$ cat src/rtl/t06_pulse_stretcher.sv
// Retriggerable pulse stretcher: a trig starts a len-cycle high pulse followed by
// an optional holdoff dead time. All outputs come from registered state only.
module t06_pulse_stretcher #(
  parameter int CNT_W = 8
) (
  input  logic             clk,
  input  logic             nrst,
  input  logic             trig,
  input  logic [CNT_W-1:0] len,
  input  logic [CNT_W-1:0] holdoff,
  input  logic             retrig,
  output logic             pulse_out,
  output logic             busy,
  output logic             done,
  output logic             dropped
);

  typedef enum logic [1:0] {IDLE, ACTIVE, HOLDOFF} state_t;

  state_t           state, state_nxt;
  logic [CNT_W-1:0] cnt, cnt_nxt;
  logic [CNT_W-1:0] ho_lat, ho_nxt;
  logic             done_q, done_nxt;
  logic             dropped_q, dropped_nxt;
  logic             len_ok, cnt_last;

  assign len_ok   = (len != '0);
  assign cnt_last = (cnt == CNT_W'(1));

  always_ff @(posedge clk or negedge nrst) begin
    if (!nrst) begin
      state     <= IDLE;
      cnt       <= '0;
      ho_lat    <= '0;
      done_q    <= 1'b0;
      dropped_q <= 1'b0;
    end else begin
      state     <= state_nxt;
      cnt       <= cnt_nxt;
      ho_lat    <= ho_nxt;
      done_q    <= done_nxt;
      dropped_q <= dropped_nxt;
    end
  end

  // cnt holds the remaining cycles of the current phase; it is never 0 outside IDLE,
  // so the cnt_last test is what ends each phase and the counter cannot wrap.
  always_comb begin
    state_nxt   = state;
    cnt_nxt     = cnt;
    ho_nxt      = ho_lat;
    done_nxt    = 1'b0;
    dropped_nxt = 1'b0;
    case (state)
      IDLE: begin
        if (trig) begin
          if (len_ok) begin
            state_nxt = ACTIVE;
            cnt_nxt   = len;
            ho_nxt    = holdoff;
          end else begin
            dropped_nxt = 1'b1;
          end
        end
      end
      ACTIVE: begin
        // A reload takes priority over the end of pulse, so a retrig in the last
        // high cycle extends without a gap and suppresses the superseded done.
        if (trig && retrig && len_ok) begin
          cnt_nxt = len;
          ho_nxt  = holdoff;
        end else begin
          dropped_nxt = trig;
          if (cnt_last) begin
            done_nxt = 1'b1;
            if (ho_lat != '0) begin
              state_nxt = HOLDOFF;
              cnt_nxt   = ho_lat;
            end else begin
              state_nxt = IDLE;
              cnt_nxt   = '0;
            end
          end else begin
            cnt_nxt = cnt - CNT_W'(1);
          end
        end
      end
      HOLDOFF: begin
        dropped_nxt = trig;
        if (cnt_last) begin
          state_nxt = IDLE;
          cnt_nxt   = '0;
        end else begin
          cnt_nxt = cnt - CNT_W'(1);
        end
      end
      default: begin
        state_nxt = IDLE;
        cnt_nxt   = '0;
      end
    endcase
  end

  always_comb begin
    pulse_out = (state == ACTIVE);
    busy      = (state != IDLE);
    done      = done_q;
    dropped   = dropped_q;
  end

endmodule

$ cat config.mk
export PLATFORM = sky130hd
export DESIGN_NAME = t06_pulse_stretcher
export DESIGN_NICKNAME = d
export VERILOG_FILES = /design/src/rtl/t06_pulse_stretcher.sv
export SDC_FILE = /design/constraint.sdc
export NUM_CORES = 1
export LEC_CHECK = 0
export BUFFER_PORTS_ARGS = -buffer_cell sky130_fd_sc_hd__buf_2
export CAP_MARGIN = 20
export CORE_UTILIZATION = 29
export CTS_CLUSTER_DIAMETER = 40
export DETAILED_ROUTE_END_ITERATION = 8
export HOLD_SLACK_MARGIN = 0.08
export SETUP_SLACK_MARGIN = 0.15
export SYNTH_ARGS = -nofsm -noshare
export SYNTH_HDL_FRONTEND = slang
export SYNTH_SLANG_ARGS = --single-unit
export TNS_END_PERCENT = 50
$ cat constraint.sdc
create_clock -name clk -period 4.8 [get_ports clk]
set_input_delay 0.48 -clock clk [delete_from_list [all_inputs] [get_ports clk]]
set_output_delay 0.48 -clock clk [all_outputs]
set_load 0.005 [all_outputs]
==> metrics <==
area occupied by multi-input gates=between 500 and 600 µm²; first-pass GRT wire length=between 4 and 5 mm; Final Slew Violations=0; Resized Gates After CTS=0; die area=around 4000 µm²; Fillers=roughly 350; Tightest Pin Transition=roughly 0.59 ns; CTS Hold Buffers Added=0; Initial DRC Count=111; Root Buffer=clkbuf_8; Slowest-stage cell, CP=nor4_1; Post-DRT Antenna Nets=0; FF+latch count, synth=20; Worst slew margin=0.6061; FF+latch area=about 500 µm²; CP delay by family, top=simple AND/OR/NAND/NOR gates; most frequent cells in the layout=23 x buf_2, 20 x dfrtp_1, 13 x nand2_1; Syn Nets=around 120; Pleak=roughly 0.56 nW; post-layout util=0.3640; critical path launch point type=primary input; GRT Overall Usage=0.1375; RSZ-0062 raised after global routing=no; WL final=2.517 mm; status=finished, final reports clean; Reg-to-Reg Start=cnt[4]; register area share after synthesis=0.4520; crit-path max FO=10; worst r2r path cells=5; initial antenna violation count=0; ant diodes=0; largest net degree at the start of global routing=21; Num CTS Buffers=3; via count=roughly 960; row cnt=22; # DRC=0; worst path arrival time=around 2.3 ns; Post CTS Setup Buffer Count=0; DRT Pass-1 Iters=5; kind of critical path=primary input to flip-flop; worst path buffer plus inverter count=1; clock sink count=20; final setup violation count=0; Area Growth Syn to Fin=20.34%; Die W=63.79 µm; total chip power=slightly below 0.8 mW; final net count=~150; Mapped Area=approximately 1100 µm²; Via density=5.443; core outline area=approximately 3700 µm²; leading cell type in the layout, fill and taps excluded=buf_2; reg2reg setup slack=between 2 and 3 ns; dpl ws=about 2.5 ns; endpoints failing hold=0; Final Critical Period=about 2.1 ns; largest buffer count on any clock path=2; Top-Level Pins=24; fin worst setup slack=~2.7 ns; Ys Warns=0; pwr dens=597.1 nW/µm²; Main synth FF type=dfrtp_1; max_cap viols=0; Routed wire per std cell=about 14 µm; async set-or-reset flop fraction in the synthesized netlist=1.000; fin crit share=0.4360; Post-synth EDFFs=0; H-tree depth=1; post-synthesis cell count=a little over 100; Synth cell types=29; Fmax achieved=roughly 480 MHz; Setup crit end kind=flip-flop; Worst EP required=4.98 ns; share of cells above drive strength 1=0.3125; number of global-route vias before repair=954; CTS tree=yes; buffers added on ports=23; Starting Density=0.3025; RR Endpoint=cnt[2]; worst-path cell chain=buf_2, nor4_1, a21oi_1, nor3b_4, a222oi_1, o21ai_2; class of the worst hold path=primary input to asynchronous set/reset pin; Layout Skew=about 0.0059 ns; Post-DP HPWL=a little under 2 mm; synthesized area per cell=~11 µm²; GP Congestion=a little under 0.9; Worst-path clk slew=~0.080 ns; total negative slack=0 ns; total gr overflow=0; Max VDD drop=about 0.00023 V; Crit path largest cell delay=0.54 ns; clk_lat worst skew=between 0.2 and 0.3 ns; Die Y=about 64 µm
-- worst reg2reg max path, delay by kind of cell, from the launching register on --
family,cells,cell delay [ns]
AND/OR/NAND/NOR,3,1.00
flip-flops,1,0.43
AO/OA/AOI/OAI,2,0.40
-- cell families (layout without fill, tap and decap cells) --
family / count (synthesis) / after routing / synth area share
multiplexers: 8 / 8 / 0.08136
flip-flops: 20 / 20 / 0.4520
AND/OR/NAND/NOR: 34 / 34 / 0.1717
adder cells (fa/ha/maj): 2 / 2 / 0.02260
AO/OA/AOI/OAI: 28 / 28 / 0.2147
buffers and inverters: 5 / 31 / 0.01807
XOR/XNOR: 5 / 5 / 0.03955
-- routing by layer --
| layer | vias to the layer above | GRT usage | wire length, µm |
|---|---|---|---|
| met5 | - | 0 | 0 |
| met1 | 471 | 0.1685 | 1063 |
| met4 | 0 | 0.06818 | 44 |
| met2 | 44 | 0.2287 | 1265 |
| li1 | 439 | - | - |
| met3 | 4 | 0.02679 | 143 |
-- synthesized netlist by cell type (2+ instances only) --
cell,count,area (µm²)
dfrtp_1,20,500.5
nand2_1,13,48.80
a222oi_1,8,80.08
mux2_1,8,90.09
o21ai_2,6,52.55
a21oi_1,5,25.02
nor4_1,5,31.28
inv_1,4,15.01
nand2b_1,4,25.02
nor2_1,4,15.01
xnor2_1,4,35.03
ha_1,2,25.02
nor3_1,2,10.01
o21ai_0,2,10.01
-- registers in the layout, indices dropped and copies added, names as in the netlist --
name and count:
ho_lat 8, state 2, dropped 1, cnt 8, done 1
-- where the power goes --
| group | internal, mW | total [mW] | switching, mW |
|---|---|---|---|
| registers | 0.239 | 0.316 | 0.0772 |
| logic | 0.168 | 0.351 | 0.183 |
| clock network | 0.0729 | 0.129 | 0.0557 |
-- per-stage QoR --
step	instance area (µm²)	instances	hold WS, ns
floorplan	1107	102	0.1844
global placement	1277	172	0.4554
detailed placement	1277	172	0.4613
CTS	1333	176	0.1780
global route	1333	176	0.1931
finish	1333	176	0.1605
-- worst max path at each step --
| stage | startpoint | to | slack (ns) | cells after the start |
|---|---|---|---|---|
| floorplan | len[4] | cnt[3] | 3.07 | 5 |
| detailed placement | len[4] | cnt[2] | 2.51 | 6 |
| finish | len[4] | cnt[2] | 2.71 | 6 |
| CTS | len[4] | cnt[2] | 2.78 | 6 |
| global placement | len[4] | cnt[0] | 2.55 | 6 |
| global route | len[4] | cnt[2] | 2.70 | 6 |
-- cell type report --
cell class / instances / share of cell area
multi-input combinational: 77 / 0.4404
sequential: 20 / 0.3756
timing repair buffer: 23 / 0.08638
tap: 48 / 0.04507
clock buffer: 4 / 0.04131
inverter: 4 / 0.01127
Power figures use the tool's default switching activity.
